$ cat config.mk
export PLATFORM = sky130hd
export DESIGN_NAME = if_id_pipe_buffer
export DESIGN_NICKNAME = d
export VERILOG_FILES = /design/src/rtl/pipe_pkg.sv /design/src/rtl/pipe_sat_counter.sv /design/src/rtl/if_id_pipe_buffer.sv
export SDC_FILE = /design/constraint.sdc
export NUM_CORES = 1
export LEC_CHECK = 0
export ABC_AREA = 1
export BUFFER_PORTS_ARGS = -buffer_cell sky130_fd_sc_hd__buf_4
export CELL_PAD_IN_SITES_DETAIL_PLACEMENT = 1
export CELL_PAD_IN_SITES_GLOBAL_PLACEMENT = 2
export CORE_ASPECT_RATIO = 1.75
export CORE_UTILIZATION = 33
export CTS_CLUSTER_DIAMETER = 60
export DETAILED_ROUTE_END_ITERATION = 10
export GPL_TIMING_DRIVEN = 0
export PLACE_DENSITY_LB_ADDON = 0.1
export SETUP_SLACK_MARGIN = 0.05
export SLEW_MARGIN = 5
export SYNTH_ARGS = -nofsm -noshare
export SYNTH_HDL_FRONTEND = slang
export SYNTH_SLANG_ARGS = --single-unit
$ cat constraint.sdc
create_clock -name clk -period 5.9 [get_ports clk]
set_input_delay 1.18 -clock clk [delete_from_list [all_inputs] [get_ports clk]]
set_output_delay 1.18 -clock clk [all_outputs]
set_load 0.02 [all_outputs]
$ cat src/rtl/pipe_pkg.sv
// Shared pipeline definitions: the canonical NOP, the IF/ID entry layout and
// the wrap-around pointer helper used by the in-order stage buffers.
package pipe_pkg;

  localparam int unsigned PIPE_XLEN = 32;
  localparam logic [31:0] RV_NOP    = 32'h00000013;

  typedef struct packed {
    logic [PIPE_XLEN-1:0] pc;
    logic [PIPE_XLEN-1:0] pc_4;
    logic [PIPE_XLEN-1:0] insn;
  } if_id_entry_t;

  // Advance a buffer pointer, wrapping after depth-1 (any depth 1..8).
  function automatic logic [2:0] ptr_inc(input logic [2:0] ptr, input int unsigned depth);
    if (32'(ptr) + 32'd1 >= depth) begin
      return 3'd0;
    end
    return ptr + 3'd1;
  endfunction

endpackage

$ cat src/rtl/pipe_sat_counter.sv
// 32-bit event counter that sticks at all-ones instead of wrapping.
// i_load overrides counting and lets a value be preset.
module pipe_sat_counter (
  input  logic        clk,
  input  logic        rst_n,
  input  logic        i_en,
  input  logic        i_load,
  input  logic [31:0] i_load_val,
  output logic [31:0] o_count
);

  logic [31:0] r_count;

  always_ff @(posedge clk or negedge rst_n) begin
    if (!rst_n) begin
      r_count <= '0;
    end else if (i_load) begin
      r_count <= i_load_val;
    end else if (i_en && (r_count != 32'hFFFF_FFFF)) begin
      r_count <= r_count + 32'd1;
    end
  end

  assign o_count = r_count;

endmodule

$ cat src/rtl/if_id_pipe_buffer.sv
// IF/ID boundary as a DEPTH-entry in-order valid/ready buffer of {pc, pc+4, insn}.
// Optional performance counters are enabled with the macro IF_ID_PERF_CNT_EN.
//
// Handshake: a transfer happens on a rising edge where valid and ready are both
// high; valid never waits on ready, in_ready depends on buffer state only, and
// flush overrides both transfers in its cycle.
module if_id_pipe_buffer
  import pipe_pkg::*;
#(
  parameter int unsigned       XLEN     = 32,
  parameter int unsigned       DEPTH    = 2,
  parameter logic [XLEN-1:0]   NOP_INSN = XLEN'(RV_NOP)
) (
  input  logic            clk,
  input  logic            reset_n,
  input  logic            flush,
  input  logic            in_valid,
  output logic            in_ready,
  input  logic [XLEN-1:0] in_pc,
  input  logic [XLEN-1:0] in_pc_4,
  input  logic [XLEN-1:0] in_insn,
  output logic            out_valid,
  input  logic            out_ready,
  output logic [XLEN-1:0] out_pc,
  output logic [XLEN-1:0] out_pc_4,
  output logic [XLEN-1:0] out_insn,
  output logic [3:0]      occupancy
`ifdef IF_ID_PERF_CNT_EN
  ,
  output logic [31:0]     perf_stall_cycles,
  output logic [31:0]     perf_bubble_cycles,
  output logic [31:0]     perf_flush_count
`endif
);

  localparam int unsigned PTR_W   = (DEPTH > 1) ? $clog2(DEPTH) : 1;
  localparam logic [3:0]  DEPTH_L = 4'(DEPTH);

  typedef struct packed {
    logic [XLEN-1:0] pc;
    logic [XLEN-1:0] pc_4;
    logic [XLEN-1:0] insn;
  } entry_t;

  entry_t           r_mem [DEPTH];
  logic [PTR_W-1:0] r_rd_ptr;
  logic [PTR_W-1:0] r_wr_ptr;
  logic [3:0]       r_count;

  logic   w_push;
  logic   w_pop;
  logic   w_wr_en;
  entry_t w_head;

  assign in_ready  = (r_count < DEPTH_L);
  assign out_valid = (r_count != 4'd0);
  assign occupancy = r_count;

  assign w_push  = in_valid & in_ready;
  assign w_pop   = out_valid & out_ready;
  assign w_wr_en = w_push & ~flush;

  always_ff @(posedge clk or negedge reset_n) begin
    if (!reset_n) begin
      r_rd_ptr <= '0;
      r_wr_ptr <= '0;
      r_count  <= 4'd0;
    end else if (flush) begin
      r_rd_ptr <= '0;
      r_wr_ptr <= '0;
      r_count  <= 4'd0;
    end else begin
      if (w_push) begin
        r_wr_ptr <= PTR_W'(ptr_inc(3'(r_wr_ptr), DEPTH));
      end
      if (w_pop) begin
        r_rd_ptr <= PTR_W'(ptr_inc(3'(r_rd_ptr), DEPTH));
      end
      case ({w_push, w_pop})
        2'b10:   r_count <= r_count + 4'd1;
        2'b01:   r_count <= r_count - 4'd1;
        default: r_count <= r_count;
      endcase
    end
  end

  // Payload storage carries no reset: it is only ever observed through the
  // out_valid gate below, so stale or unknown contents cannot leak out.
  always_ff @(posedge clk) begin
    if (w_wr_en) begin
      r_mem[r_wr_ptr] <= '{pc: in_pc, pc_4: in_pc_4, insn: in_insn};
    end
  end

  assign w_head   = r_mem[r_rd_ptr];
  assign out_pc   = out_valid ? w_head.pc   : '0;
  assign out_pc_4 = out_valid ? w_head.pc_4 : '0;
  assign out_insn = out_valid ? w_head.insn : NOP_INSN;

`ifdef IF_ID_PERF_CNT_EN
  logic w_stall_en;
  logic w_bubble_en;

  assign w_stall_en  = out_valid & ~out_ready;
  assign w_bubble_en = ~out_valid & ~flush;

  pipe_sat_counter u_stall_cnt (
    .clk        (clk),
    .rst_n      (reset_n),
    .i_en       (w_stall_en),
    .i_load     (1'b0),
    .i_load_val (32'd0),
    .o_count    (perf_stall_cycles)
  );

  pipe_sat_counter u_bubble_cnt (
    .clk        (clk),
    .rst_n      (reset_n),
    .i_en       (w_bubble_en),
    .i_load     (1'b0),
    .i_load_val (32'd0),
    .o_count    (perf_bubble_cycles)
  );

  pipe_sat_counter u_flush_cnt (
    .clk        (clk),
    .rst_n      (reset_n),
    .i_en       (flush),
    .i_load     (1'b0),
    .i_load_val (32'd0),
    .o_count    (perf_flush_count)
  );
`endif

endmodule

==> report_table.html <==
<table>
<tr><th>Metric</th><th>Value</th></tr>
<tr><th colspan="2">Global route</th></tr>
<tr><td>Largest net degree at the start of global routing</td><td>28</td></tr>
<tr><td>GRT Resource Usage Total</td><td>16.4%</td></tr>
<tr><td>Vias in the first global route</td><td>5949</td></tr>
<tr><td>Global-route wire length before repair</td><td>30900 um</td></tr>
<tr><td>GRT Residual Overflow</td><td>0</td></tr>
<tr><td>Number of antenna violations at the first check in global routing</td><td>0</td></tr>
<tr><th colspan="2">Cells and area</th></tr>
<tr><td>Area added between synthesis and finish</td><td>33.1%</td></tr>
<tr><td>Fill count</td><td>2730</td></tr>
<tr><td>Layout cells sized above 1</td><td>26.4%</td></tr>
<tr><td>Count of non-filler cells in the finished layout</td><td>1304</td></tr>
<tr><td>Final Instance Area</td><td>0.0108 mm^2</td></tr>
<tr><td>Share of the core filled with cells</td><td>45.0%</td></tr>
<tr><td>Total Nets Final</td><td>1086</td></tr>
<tr><td>Antenna Cells</td><td>0</td></tr>
<tr><th colspan="2">STA</th></tr>
<tr><td>Period minus WS final</td><td>3.25 ns</td></tr>
<tr><td>Final worst setup slack</td><td>2.65 ns</td></tr>
<tr><td>Setup total negative slack</td><td>0 ns</td></tr>
<tr><td>FMAX</td><td>308 MHz</td></tr>
<tr><td>Slew Viols, Final</td><td>0</td></tr>
<tr><td>Setup violators final</td><td>0</td></tr>
<tr><td>RSZ-0062 raised after global routing</td><td>false</td></tr>
<tr><td>Relative slew slack</td><td>47.4%</td></tr>
<tr><td>Worst slew pin tran</td><td>0.787 ns</td></tr>
<tr><td>Worst hold margin</td><td>0.541 ns</td></tr>
<tr><td>Maximum clock skew at final layout</td><td>0.00677 ns</td></tr>
<tr><td>Final Cycle Share</td><td>55.1%</td></tr>
<tr><td>Hold violation count in the final report</td><td>0</td></tr>
<tr><th colspan="2">Power and ir drop</th></tr>
<tr><td>P_int</td><td>3.21 mW</td></tr>
<tr><td>Clock share of power</td><td>23.6%</td></tr>
<tr><td>Combinational cell fraction of total power</td><td>42.3%</td></tr>
<tr><td>NetSw</td><td>1.95 mW</td></tr>
<tr><td>Pleak</td><td>5.16 nW</td></tr>
<tr><td>Power per Cell Area</td><td>477 mW/mm^2</td></tr>
<tr><td>Worst supply voltage drop on vdd</td><td>0.000218 V</td></tr>
<tr><td>Final Total Pwr</td><td>5.15 mW</td></tr>
<tr><td>Switch share</td><td>37.8%</td></tr>
<tr><td>Sequential share of power</td><td>34.2%</td></tr>
<tr><th colspan="2">Synthesis</th></tr>
<tr><td>Post-synthesis net count</td><td>858</td></tr>
<tr><td>Average cell area after synthesis</td><td>10.7 um^2</td></tr>
<tr><td>Cell Area, Synth</td><td>0.00812 mm^2</td></tr>
<tr><td>Fraction of the yosys area taken by sequential cells</td><td>72.9%</td></tr>
<tr><td>Register bit count reported by yosys</td><td>198</td></tr>
<tr><td>Number of distinct library cell variants in the gate-level netlist after synthesis</td><td>23</td></tr>
<tr><td>Yosys warns</td><td>0</td></tr>
<tr><td>Post-Syn Instances</td><td>755</td></tr>
<tr><th colspan="2">Die</th></tr>
<tr><td>Core area</td><td>0.0240 mm^2</td></tr>
<tr><td>Die Footprint</td><td>0.0252 mm^2</td></tr>
<tr><td>Initial core utilization</td><td>33.8%</td></tr>
<tr><td>Chip width</td><td>121 um</td></tr>
<tr><td>Core Rows</td><td>75</td></tr>
<tr><td>Floorplan die height</td><td>209 um</td></tr>
<tr><td>Number of placed I/O pins</td><td>203</td></tr>
<tr><th colspan="2">Place</th></tr>
<tr><td>Routability congestion estimate from global placement</td><td>0.691</td></tr>
<tr><td>Placed instance area</td><td>0.0102 mm^2</td></tr>
<tr><td>Setup WS pre-CTS</td><td>2.75 ns</td></tr>
<tr><td>Cell Count Post-Placement</td><td>1272</td></tr>
<tr><td>I/O Buffers</td><td>202</td></tr>
<tr><td>Detail Placement HPWL</td><td>14500 um</td></tr>
<tr><th colspan="2">Critical path</th></tr>
<tr><td>Kind of start point of the critical path</td><td>flop</td></tr>
<tr><td>Worst setup startpoint</td><td>r_rd_ptr</td></tr>
<tr><td>Minimum setup slack among reg-to-reg paths</td><td>3.43 ns</td></tr>
<tr><td>CP arrival</td><td>2.07 ns</td></tr>
<tr><td>Start of the worst register-to-register path</td><td>occupancy[3]</td></tr>
<tr><td>Cells on worst reg2reg path</td><td>7</td></tr>
<tr><td>Endpoint type of the worst setup path</td><td>output port</td></tr>
<tr><td>Capture point of the critical path</td><td>out_insn[15]</td></tr>
<tr><td>Worst EP required</td><td>4.72 ns</td></tr>
<tr><td>Maximum fanout count along the critical path</td><td>10</td></tr>
<tr><td>Capturing point of the worst reg2reg path</td><td>r_mem[0][35]</td></tr>
<tr><td>Path type of the worst setup path</td><td>reg -&gt; out</td></tr>
<tr><th colspan="2">Clock tree</th></tr>
<tr><td>CTS root buffer</td><td>sky130_fd_sc_hd__clkbuf_16</td></tr>
<tr><td>Setup bufs post-CTS</td><td>0</td></tr>
<tr><td>Clock transition at the registers of the reported paths</td><td>0.07 ns</td></tr>
<tr><td>CTS tree</td><td>done</td></tr>
<tr><td>Clock Sink Count</td><td>198</td></tr>
<tr><td>Skew-Pair Late Insertion Delay</td><td>0.44 ns</td></tr>
<tr><td>Maximum number of buffers from clock root to sink</td><td>2</td></tr>
<tr><td># H-tree levels</td><td>4</td></tr>
<tr><td>Post-CTS sizing</td><td>0</td></tr>
<tr><td>Number of buffers created by CTS</td><td>17</td></tr>
<tr><td>Number of hold buffers added after CTS</td><td>0</td></tr>
<tr><th colspan="2">Drt</th></tr>
<tr><td>DRT Wirelength</td><td>19600 um</td></tr>
<tr><td>Average wire per cell in the routed design</td><td>15.1 um</td></tr>
<tr><td>Remaining routing DRC violations</td><td>0</td></tr>
<tr><td>Via Count</td><td>5660</td></tr>
<tr><td>Average vias per placed instance</td><td>4.34</td></tr>
<tr><td>Routed Antenna Nets</td><td>0</td></tr>
<tr><td>Violation count after the first detailed-routing iteration</td><td>142</td></tr>
<tr><td>Number of iterations in the first detailed-routing pass</td><td>4</td></tr>
<tr><th colspan="2">Flow run</th></tr>
<tr><td>Number of maximum-capacitance violations</td><td>0</td></tr>
<tr><th colspan="2">Min path</th></tr>
<tr><td>Type of the tightest min-delay check</td><td>in -&gt; async</td></tr>
<tr><th colspan="2">Run status</th></tr>
<tr><td>Outcome</td><td>completed</td></tr>
</table>
[routing by layer]
metal  track usage (%)  share of wire, %  wire length [um]  vias to the layer above
li1                  -                 -                 -                     2826
met3              4.57               5.8              1140                       15
met1              16.0                36              6990                     2684
met4              6.00               1.4               275                        0
met5                 0                 0                 0                        -
met2              31.8                57             11200                      135
[state kept, by name, indices dropped and copies added, names as in the netlist]
name	count
occupancy	4
r_wr_ptr	1
r_rd_ptr	1
r_mem	192
[power by group through the flow]
| stage | registers, mW | clock network, mW | logic (mW) |
|---|---|---|---|
| floorplan | 1.80 | 0 | 1.25 |
| global placement | 1.81 | 0 | 2.20 |
| detailed placement | 1.79 | 0 | 2.25 |
| CTS | 1.76 | 1.25 | 2.25 |
| global route | 1.77 | 1.29 | 2.42 |
| finish | 1.76 | 1.21 | 2.18 |
[worst max-delay path, cell delays in order, from the launching register on]
cell and delay (ns):
sky130_fd_sc_hd__dfrtp_1 0.32, sky130_fd_sc_hd__buf_2 0.20, sky130_fd_sc_hd__buf_2 0.27, sky130_fd_sc_hd__buf_1 0.42, sky130_fd_sc_hd__nand2_1 0.10, sky130_fd_sc_hd__nand2_1 0.09
sky130_fd_sc_hd__nand2_1 0.05, sky130_fd_sc_hd__inv_1 0.05, sky130_fd_sc_hd__buf_4 0.13
[Yosys cell counts]
| master | number | area, um^2 |
|---|---|---|
| sky130_fd_sc_hd__nand4_1 | 1 | 6.26 |
| sky130_fd_sc_hd__edfxtp_1 | 192 | 5770 |
| sky130_fd_sc_hd__nor2_1 | 5 | 18.8 |
| sky130_fd_sc_hd__nand3b_1 | 1 | 7.51 |
| sky130_fd_sc_hd__nand3_1 | 5 | 25.0 |
| sky130_fd_sc_hd__buf_1 | 3 | 11.3 |
| sky130_fd_sc_hd__dfrtp_1 | 6 | 150 |
| sky130_fd_sc_hd__clkbuf_1 | 16 | 60.1 |
| sky130_fd_sc_hd__nand2_1 | 392 | 1470 |
| sky130_fd_sc_hd__xor2_1 | 2 | 17.5 |
| sky130_fd_sc_hd__inv_2 | 5 | 18.8 |
| sky130_fd_sc_hd__a21oi_1 | 1 | 5.00 |
| sky130_fd_sc_hd__buf_2 | 12 | 60.1 |
| sky130_fd_sc_hd__o21ai_0 | 1 | 5.00 |
| sky130_fd_sc_hd__nand3_2 | 3 | 30.0 |
| sky130_fd_sc_hd__o22ai_1 | 1 | 6.26 |
| sky130_fd_sc_hd__nand2_2 | 1 | 6.26 |
| sky130_fd_sc_hd__o21ai_1 | 3 | 15.0 |
| sky130_fd_sc_hd__inv_1 | 99 | 372 |
| sky130_fd_sc_hd__nor3_1 | 1 | 5.00 |
| sky130_fd_sc_hd__nor2_4 | 2 | 22.5 |
| sky130_fd_sc_hd__ha_1 | 2 | 25.0 |
| sky130_fd_sc_hd__nand2_4 | 1 | 11.3 |
[kinds of logic after synthesis]
logic type	share of synthesized area, %
flops	72.9
compound gates	0.385
fa+ha+maj	0.308
xor+xnor	0.216
buf+inv	6.43
simple gates	19.8
[final cells by class]
type | instances | area [um^2] | area share (%)
inverters | 104 | 390 | 3.61
clock inverters | 13 | 179 | 1.66
repair buffers | 209 | 1670 | 15.5
flip-flops and latches | 198 | 5920 | 54.8
clock buffers | 19 | 433 | 4.01
plain buffers | 31 | 131 | 1.22
well taps | 308 | 385 | 3.57
multi-input cells | 422 | 1690 | 15.7
[placed cells by master (no fill, tap or decap), types with 5 or more instances in the layout]
cell	count
sky130_fd_sc_hd__inv_1	99
sky130_fd_sc_hd__inv_2	5
sky130_fd_sc_hd__clkbuf_16	17
sky130_fd_sc_hd__nand3_1	5
sky130_fd_sc_hd__clkbuf_1	18
sky130_fd_sc_hd__buf_4	202
sky130_fd_sc_hd__buf_12	5
sky130_fd_sc_hd__buf_2	12
sky130_fd_sc_hd__dfrtp_1	6
sky130_fd_sc_hd__edfxtp_1	192
sky130_fd_sc_hd__nand2_1	392
[worst min path at each step]
stage,from,end,slack (ns)
floorplan,r_wr_ptr,r_wr_ptr,0.48
global placement,r_wr_ptr,r_wr_ptr,0.49
detailed placement,r_wr_ptr,r_wr_ptr,0.54
CTS,reset_n,r_rd_ptr,0.53
global route,reset_n,occupancy[1],0.53
finish,reset_n,occupancy[1],0.54
(Power assumes the default switching activity.)
